--- config.mk ---
export PLATFORM = sky130hd
export DESIGN_NAME = uart_tx_fifo
export DESIGN_NICKNAME = d
export VERILOG_FILES = /design/src/rtl/uart_pkg.sv /design/src/rtl/sync_fifo.sv /design/src/rtl/uart_tx_fifo.sv
export SDC_FILE = /design/constraint.sdc
export NUM_CORES = 1
export LEC_CHECK = 0
export BUFFER_PORTS_ARGS = -buffer_cell sky130_fd_sc_hd__buf_2
export CAP_MARGIN = 20
export CORE_ASPECT_RATIO = 0.75
export CORE_MARGIN = 2
export CORE_UTILIZATION = 60
export DETAILED_ROUTE_END_ITERATION = 8
export MAX_ROUTING_LAYER = met4
export PLACE_DENSITY_LB_ADDON = 0.15
export SETUP_SLACK_MARGIN = 0.4
export SKIP_LAST_GASP = 1
export SYNTH_ARGS = -nofsm -noshare
export SYNTH_HDL_FRONTEND = slang
export SYNTH_SLANG_ARGS = --single-unit
--- constraint.sdc ---
create_clock -name clock_system -period 6.8 [get_ports clock_system]
set_clock_uncertainty 0.15 [all_clocks]
set_input_delay 0.68 -clock clock_system [delete_from_list [all_inputs] [get_ports clock_system]]
set_output_delay 0.68 -clock clock_system [all_outputs]
set_load 0.02 [all_outputs]
--- src/rtl/uart_pkg.sv ---
// Shared definitions for the UART transmit path: parity modes, FSM states, frame sizing.
// Latency: n/a (definitions only).
// Backpressure: n/a (definitions only).
package uart_pkg;

  localparam int PAR_NONE = 0;
  localparam int PAR_EVEN = 1;
  localparam int PAR_ODD  = 2;

  typedef enum logic [2:0] {
    ST_IDLE   = 3'd0,
    ST_START  = 3'd1,
    ST_DATA   = 3'd2,
    ST_PARITY = 3'd3,
    ST_STOP   = 3'd4
  } uart_state_e;

  // Serial bit times in one frame: start + data + optional parity + stop bits.
  function automatic int frame_bits(input int data_bits, input int parity, input int stop_bits);
    return 1 + data_bits + ((parity != PAR_NONE) ? 1 : 0) + stop_bits;
  endfunction

endpackage

--- src/rtl/sync_fifo.sv ---
// Generic synchronous FIFO; full/empty are decoded from a registered occupancy count.
// Latency: a pushed word is visible on pop_dat the cycle after the push edge.
// Backpressure: push is dropped while full (even with a same-cycle pop); pop is ignored when empty.
// Ports: clock_system, rst (sync, active-high), push/push_dat, pop/pop_dat (head word,
//        combinational read), full, empty, level (0..DEPTH).
module sync_fifo #(
  parameter int WIDTH = 8,
  parameter int DEPTH = 16
) (
  input  logic                     clock_system,
  input  logic                     rst,
  input  logic                     push,
  input  logic [WIDTH-1:0]         push_dat,
  input  logic                     pop,
  output logic [WIDTH-1:0]         pop_dat,
  output logic                     full,
  output logic                     empty,
  output logic [$clog2(DEPTH):0]   level
);

  localparam int AW = $clog2(DEPTH);
  localparam logic [AW:0] LVL_FULL = (AW+1)'(DEPTH);

  logic [WIDTH-1:0] mem [DEPTH];
  logic [AW-1:0]    wr_ptr;
  logic [AW-1:0]    rd_ptr;
  logic [AW:0]      count;
  logic             push_ok;
  logic             pop_ok;

  assign full    = (count == LVL_FULL);
  assign empty   = (count == '0);
  assign level   = count;
  assign pop_dat = mem[rd_ptr];
  assign push_ok = push && !full;
  assign pop_ok  = pop && !empty;

  // Storage carries no reset; validity is tracked entirely by the pointers and count.
  always_ff @(posedge clock_system) begin
    if (push_ok) begin
      mem[wr_ptr] <= push_dat;
    end
  end

  // DEPTH is a power of two, so the pointers wrap by plain overflow.
  always_ff @(posedge clock_system) begin
    if (rst) begin
      wr_ptr <= '0;
      rd_ptr <= '0;
      count  <= '0;
    end else begin
      if (push_ok) begin
        wr_ptr <= wr_ptr + AW'(1);
      end
      if (pop_ok) begin
        rd_ptr <= rd_ptr + AW'(1);
      end
      if (push_ok && !pop_ok) begin
        count <= count + (AW+1)'(1);
      end else if (pop_ok && !push_ok) begin
        count <= count - (AW+1)'(1);
      end
    end
  end

endmodule

--- src/rtl/uart_tx_fifo.sv ---
// UART transmitter with input FIFO: configurable data bits, parity and stop bits, gap-free frames.
// Latency: the start bit appears on tx the edge after the FIFO pop (one cycle after a push into an idle, empty FIFO).
// Backpressure: tx_ready = !full; tx_enable is sampled only at frame boundaries and never truncates a frame.
// Ports: clock_system, rst (sync, active-high), tx_data/tx_valid/tx_ready (byte push),
//        tx_enable (frame-start gate), tx (serial out, idle high), busy (frame in progress), fifo_level.
module uart_tx_fifo
  import uart_pkg::*;
#(
  parameter int CLKS_PER_BIT = 1250,
  parameter int DATA_BITS    = 8,
  parameter int PARITY       = 0,
  parameter int STOP_BITS    = 1,
  parameter int FIFO_DEPTH   = 16
) (
  input  logic                          clock_system,
  input  logic                          rst,
  input  logic [DATA_BITS-1:0]          tx_data,
  input  logic                          tx_valid,
  output logic                          tx_ready,
  input  logic                          tx_enable,
  output logic                          tx,
  output logic                          busy,
  output logic [$clog2(FIFO_DEPTH):0]   fifo_level
);

  localparam int BW = $clog2(CLKS_PER_BIT);
  localparam logic [BW-1:0] BAUD_LAST = BW'(CLKS_PER_BIT - 1);

  uart_state_e          state_q;
  uart_state_e          state_d;
  logic [BW-1:0]        baud_q;
  logic [BW-1:0]        baud_d;
  logic [2:0]           bit_q;
  logic [2:0]           bit_d;
  logic [DATA_BITS-1:0] shift_q;
  logic [DATA_BITS-1:0] shift_d;
  logic                 par_q;
  logic                 par_d;
  logic                 tx_d;
  logic                 baud_end;
  logic                 start_ok;
  logic                 frame_load;
  logic                 fifo_pop;
  logic                 fifo_full;
  logic                 fifo_empty;
  logic [DATA_BITS-1:0] fifo_dat;

  sync_fifo #(
    .WIDTH (DATA_BITS),
    .DEPTH (FIFO_DEPTH)
  ) u_fifo (
    .clock_system (clock_system),
    .rst          (rst),
    .push         (tx_valid),
    .push_dat     (tx_data),
    .pop          (fifo_pop),
    .pop_dat      (fifo_dat),
    .full         (fifo_full),
    .empty        (fifo_empty),
    .level        (fifo_level)
  );

  assign tx_ready = !fifo_full;
  assign busy     = (state_q != ST_IDLE);
  assign baud_end = (baud_q == BAUD_LAST);
  assign start_ok = !fifo_empty && tx_enable;

  always_comb begin
    state_d    = state_q;
    baud_d     = baud_q + BW'(1);
    bit_d      = bit_q;
    shift_d    = shift_q;
    par_d      = par_q;
    frame_load = 1'b0;
    fifo_pop   = 1'b0;
    tx_d       = 1'b1;

    unique case (state_q)
      ST_IDLE: begin
        baud_d     = '0;
        bit_d      = '0;
        frame_load = start_ok;
      end
      ST_START: begin
        if (baud_end) begin
          baud_d  = '0;
          bit_d   = '0;
          state_d = ST_DATA;
        end
      end
      ST_DATA: begin
        if (baud_end) begin
          baud_d  = '0;
          shift_d = shift_q >> 1;
          if (bit_q == 3'(DATA_BITS - 1)) begin
            bit_d   = '0;
            state_d = (PARITY != PAR_NONE) ? ST_PARITY : ST_STOP;
          end else begin
            bit_d = bit_q + 3'd1;
          end
        end
      end
      ST_PARITY: begin
        if (baud_end) begin
          baud_d  = '0;
          bit_d   = '0;
          state_d = ST_STOP;
        end
      end
      ST_STOP: begin
        if (baud_end) begin
          baud_d = '0;
          if (bit_q == 3'(STOP_BITS - 1)) begin
            bit_d      = '0;
            state_d    = ST_IDLE;
            // Chaining straight into the next start bit keeps frames gap-free.
            frame_load = start_ok;
          end else begin
            bit_d = bit_q + 3'd1;
          end
        end
      end
      default: begin
        state_d = ST_IDLE;
        baud_d  = '0;
        bit_d   = '0;
      end
    endcase

    if (frame_load) begin
      fifo_pop = 1'b1;
      shift_d  = fifo_dat;
      par_d    = (PARITY == PAR_ODD) ? ~^fifo_dat : ^fifo_dat;
      baud_d   = '0;
      bit_d    = '0;
      state_d  = ST_START;
    end

    // tx is registered from the next-state view so the line changes on the state-entry edge.
    unique case (state_d)
      ST_START:  tx_d = 1'b0;
      ST_DATA:   tx_d = shift_d[0];
      ST_PARITY: tx_d = par_d;
      default:   tx_d = 1'b1;
    endcase
  end

  always_ff @(posedge clock_system) begin
    if (rst) begin
      state_q <= ST_IDLE;
      baud_q  <= '0;
      bit_q   <= '0;
      shift_q <= '0;
      par_q   <= 1'b0;
      tx      <= 1'b1;
    end else begin
      state_q <= state_d;
      baud_q  <= baud_d;
      bit_q   <= bit_d;
      shift_q <= shift_d;
      par_q   <= par_d;
      tx      <= tx_d;
    end
  end

endmodule
# Word level (Yosys, flattened, before mapping)
# Memories as Yosys holds them, arrays and structs flattened. A register that Yosys moved wholly into a read port is not among the register bits.
# Index checks and enable logic that the tools add are counted.
# word_totals
regBits	40
mem_bits_rw	128
out_inout_bits	8
word_cells	83
n_memories	1
# classes
n_addsub	6
eq_ne	13
n_mux	29
n_bitwise	1
reduce_logical	23
# memory_table
name	words	width	rd	rd_ports_with_merged_regs	write_ports	line	rtl
u_fifo.mem	16	8	1	1	1	sync_fifo.sv:24	logic [WIDTH-1:0] mem [DEPTH];
# ops
cell	n
3-bit two-way mux	12
8-bit two-way mux	3
3-bit one-hot mux with 5 select lines	1
3-bit by 2-bit == test with 1-bit output, second input constant	4
11-bit by 1-bit adder with 11-bit output, second input constant	1
11-bit == test, second input constant	1
5-bit two-way mux	2
3-bit one-hot mux with 3 select lines	1
4-bit by 1-bit adder with 4-bit output, second input constant	2
4-bit two-way mux	2
4-bit OR reduction	2
8-bit XOR reduction	1
3-bit by 1-bit == test with 1-bit output, second input constant	2
3-bit == test, second input constant	2
3-bit zero test	2
1-bit two-way mux	6
2-bit nonzero test	3
5-bit by 1-bit adder with 5-bit output, second input constant	1
5-bit == test, second input constant	1
1-bit logical AND	5
5-bit zero test	1
5-bit by 1-bit subtractor with 5-bit output, second input constant	1
1-bit zero test	4
2-bit != test, second input constant	2
other kinds (9)	10

# Longest topological paths before layout
# logic_depth
ltp_word	11
mapped_depth	17
mapped_depth_nobuf	16

# Modules after synthesis
# A second synthesis with hierarchy kept.
# unflattened
hier_cells	461
area_unflattened_um2	7096.8
# modules_own_cells
module	n_inst	cells_each	area_per_inst_um2	seq_area_each_um2
sync_fifo	1	309	5715.5	4184.0
uart_tx_fifo	1	152	1381.3	540.5

# Least setup slack after synthesis
# OpenSTA, ideal clock, no wires.
# synth_path
path_kind	register -> register
startpoint	register baud_q[0]
endpoint	register u_fifo.count[4] (netlist: u_fifo.level[4])
setup_time_ps	71
arrival_time_ps	3175
required_ps	6579
setup_slack_ps	3405
path_stages_with_launch	16
period_less_slack_ps	3395
cell_sequence	dfxtp_1 -> ha_1 -> nor4b_4 -> nand4_2 -> or3_1 -> a21oi_2 -> inv_2 -> buf_2 -> ha_1 -> inv_1 -> ha_1 -> a21o_1 -> a21oi_1 -> xnor2_1 -> or3_1 -> a21oi_1
# synth_via
elab_chain_len	8
elab_cells_between_ends	10
cone_classes	1 x eq/ne; 4 x mux; 5 x reduce/logical
# synth_lines
item	line	rtl
start, declared	uart_tx_fifo.sv:31	logic [BW-1:0] baud_q;
start signal, assigned	uart_tx_fifo.sv:158	baud_q <= baud_d;
11-bit == test *	uart_tx_fifo.sv:65	assign baud_end = (baud_q == BAUD_LAST);
1-bit two-way mux *	uart_tx_fifo.sv:111	if (baud_end) begin
1-bit one-hot mux with 2 select lines *	uart_tx_fifo.sv:78	unique case (state_q)
1-bit two-way mux *	uart_tx_fifo.sv:130	if (frame_load) begin
1-bit logical AND *	sync_fifo.sv:36	assign pop_ok = pop && !empty;
1-bit zero test	sync_fifo.sv:58	if (push_ok && !pop_ok) begin
1-bit logical AND	sync_fifo.sv:58	
5-bit two-way mux or 2-bit nonzero test (tied branches)	-	
end signal, assigned	sync_fifo.sv:59	count <= count + (AW+1)'(1);
end signal, assigned	sync_fifo.sv:61	count <= count - (AW+1)'(1);
end, declared	sync_fifo.sv:27	logic [AW:0] count;
# Every way passes the cells marked *; elsewhere a longest branch is shown, timed or not.
# A chain may end at the register's enable or synchronous reset.

# Worst setup path after layout
# Same ends and word-level chain as after synthesis.

==> impl_metrics.ini <==
[synthesis]
synth_fp_nets = 501
synth-warning-count = 0
yosys-top-cells-area = edfxtp_1 54%, dfxtp_1 12%, mux4_2 10%
yosysTopAreaCellShare = 0.542
yosysTopAreaCell = edfxtp_1
async_reset_ff_frac = 0
synth_most_common_cell = edfxtp_1
synth_edf_count = 128
syn_inst = 473
synth_common_cells = 128 x edfxtp_1, 58 x nor2_1, 44 x dfxtp_1
yosysUniqueCellTypes = 45
ys_ff_latch = 172
synth-seq-area-share = 0.666
syn_area_mm2 = 0.00709
ys.flop_type = edfxtp_1
synth.avg_cell_area_um2 = 15.0

[worst_setup_path]
max_stage_delay_ns = 0.50
cp-end-kind = flip-flop
worstPathCellList = ha_1, nor4b_4, nand4_2, or3_1, a21oi_2, inv_2, ha_1, inv_1, ha_1, a21o_1, a21oi_1, xnor2_1, or3_1, a21oi_1
worstPathRequired_ns = 7.00
cp_slowest_cell = a21oi_2
cp-start-kind = flip-flop
worst_path_most_repeated_cell = ha_1
worstSetupPathType = flip-flop to flip-flop
crit_fanout = 16
arrival_ns = 4.32

[sta]
finalMaxSlewViolations = 0
tightest_slew_ns = 0.942
finalCritPeriodShare = 0.606
rsz0062_at_grt = no
min_period_ns = 4.12
setup_viol = 0
maxSlewHeadroom = 0.370
tns_ns = 0
finalHoldViolCount = 0
timing.fmax_ghz = 0.243

[placement]
port_buffers = 19
place_area_mm2 = 0.00729
hpwl_um = 8790
place_inst = 636
gp_congestion = 0.858

[grt]
grt_start_max_net_pins = 33
antenna_found_initial = 0
grt_pass1_wl_um = 21700
grt_overflow = 0
grt_pass1_vias = 3906
grt_usage = 0.242

[clock_network]
h-tree-depth = 4
cts_tree = yes
cts_sinks = 172
cts_setup_buffers = 0
cts_root_buf = clkbuf_16
clock_latency_ns = 0.43
cts_buffers = 17
clk_pin_slew_ns = 0.07
cts_hold_buf = 0
cts.repair.resized = 0
clock_path_buffers = 2

[pwr]
comb_power_share = 0.228
power.total_mw = 2.90
p_seq_frac = 0.427
swShare = 0.281
cellLeakagePower_nw = 2.65
intPower_mw = 2.08
pwr-share-clk = 0.344
power_switching_mw = 0.816
p_per_area_mw_per_mm2 = 367
ir_drop_uv = 253

[route]
wire_per_inst_um = 20.2
vias_per_cell = 5.95
drc_errors = 0
dr.pass1.iters = 5
drt-total-wl_um = 13500
vias = 3976
drtAntennaViolNets = 0
drtIter0Drc = 463

[cells_and_area]
fill_cells = 808
register_area_mm2 = 0.00473
diodes = 0
multiInputGateArea_mm2 = 0.00217
final_util = 0.682
area_delta_synth_final_pct = 11.3
stdcell_area_mm2 = 0.00790
drive_above_1_share = 0.194
finalNonFillerCells = 668
nets = 521

[die]
num_rows = 34
coreArea_mm2 = 0.0116
ioPinCount = 20
die_x_um = 130
initial_utilization = 0.613
die_h_um = 98.2
die_area_mm2 = 0.0127

[min_path]
hold_path_class = flip-flop to flip-flop

[run]
drv_cap = 0

[run_status]
run_status = finished clean
-- cell families after synthesis --
kind of cell               share of synthesized area
DFF                                            0.666
and+or+nand+nor                               0.0923
adders and majority gates                     0.0293
muxes                                          0.107
xor gates and xnor gates                      0.0321
buffers and inverters                         0.0273
AOI/OAI and AO/OA                             0.0462
-- state kept, by name, indices dropped and copies added, names as in the netlist, named ones only --
name and flops:
state_q 3, u_fifo.rd_ptr 4, shift_q 8, bit_q 3, par_q 1, u_fifo.level 5, u_fifo.wr_ptr 4, baud_q 11
tx 1, u_fifo.mem 128
-- power groups by stage --
| stage | sequential (mW) | combinational [mW] | clock, mW |
|---|---|---|---|
| floorplan | 1.26 | 0.526 | 0 |
| global placement | 1.26 | 0.643 | 0 |
| detailed placement | 1.26 | 0.664 | 0 |
| CTS | 1.24 | 0.670 | 1.01 |
| global route | 1.25 | 0.731 | 1.06 |
| finish | 1.24 | 0.663 | 0.999 |
-- worst max-delay path, delay by kind of cell (launching register included) --
kind                     cells  cell delay [ns]
buffers and inverters        2             0.43
XOR/XNOR                     1             0.09
adder cells (fa/ha/maj)      3             0.78
AO/OA/AOI/OAI                4             1.00
flip-flops                   1             0.41
AND/OR/NAND/NOR              4             1.16
-- placed cells by master (no fill, tap or decap), types with 3 or more instances in the layout --
cell / synthesis / routed
inv_6: 0 / 6
or3_1: 5 / 5
buf_4: 6 / 6
clkbuf_16: 0 / 17
nor2_1: 58 / 58
o21ai_0: 4 / 4
edfxtp_1: 128 / 128
clkinvlp_4: 0 / 3
mux4_2: 32 / 32
ha_1: 15 / 15
a31oi_1: 4 / 4
nand2_1: 36 / 36
a21oi_1: 12 / 12
nor3_1: 8 / 8
inv_1: 11 / 11
a22oi_1: 16 / 16
a311oi_1: 5 / 5
nor2b_1: 3 / 3
buf_2: 5 / 19
xor2_1: 10 / 10
xnor2_1: 16 / 16
dfxtp_1: 44 / 43
bufinv_16: 0 / 3
nand3_1: 11 / 11
nand2b_1: 5 / 5
-- layer usage --
metal  vias to the layer above  wire, um  global-route usage
met5                         -         0                   -
met3                        10       871              0.0542
met2                       135      6390               0.344
met1                      2012      6160               0.361
li1                       1819         -                   -
met4                         0        76              0.0629
-- area by class of cell --
class,instances,share of cell area
clock inverters,15,0.0231
repair buffers,25,0.0177
well taps,162,0.0257
inverters,12,0.00571
clock buffers,17,0.0539
multi-input cells,265,0.275
flip-flops and latches,172,0.599
-- worst paths after layout --
| kind | slack [ns] | to | startpoint | depth (start not counted) |
|---|---|---|---|---|
| hold / removal | 0.32 | shift_q[5]$_SDFFE_PP0P_ | shift_q[6]$_SDFFE_PP0P_ | 2 |
| setup reg to reg | 2.68 | u_fifo.level[4]$_SDFFE_PP0P_ | baud_q[0]$_SDFF_PP0_ | 14 |
| hold reg to reg | 0.32 | shift_q[5]$_SDFFE_PP0P_ | shift_q[6]$_SDFFE_PP0P_ | 2 |
| setup / recovery | 2.68 | u_fifo.level[4]$_SDFFE_PP0P_ | baud_q[0]$_SDFF_PP0_ | 14 |
-- per-stage QoR --
stage	worst slack [ns]	hold WS (ns)
3_3_place_gp	2.96	0.308
3_5_place_dp	2.73	0.317
5_1_grt	2.37	0.355
4_1_cts	2.69	0.326
2_1_floorplan	3.40	0.295
6_report	2.68	0.318
Note: power is estimated with default switching activity, not from simulation.
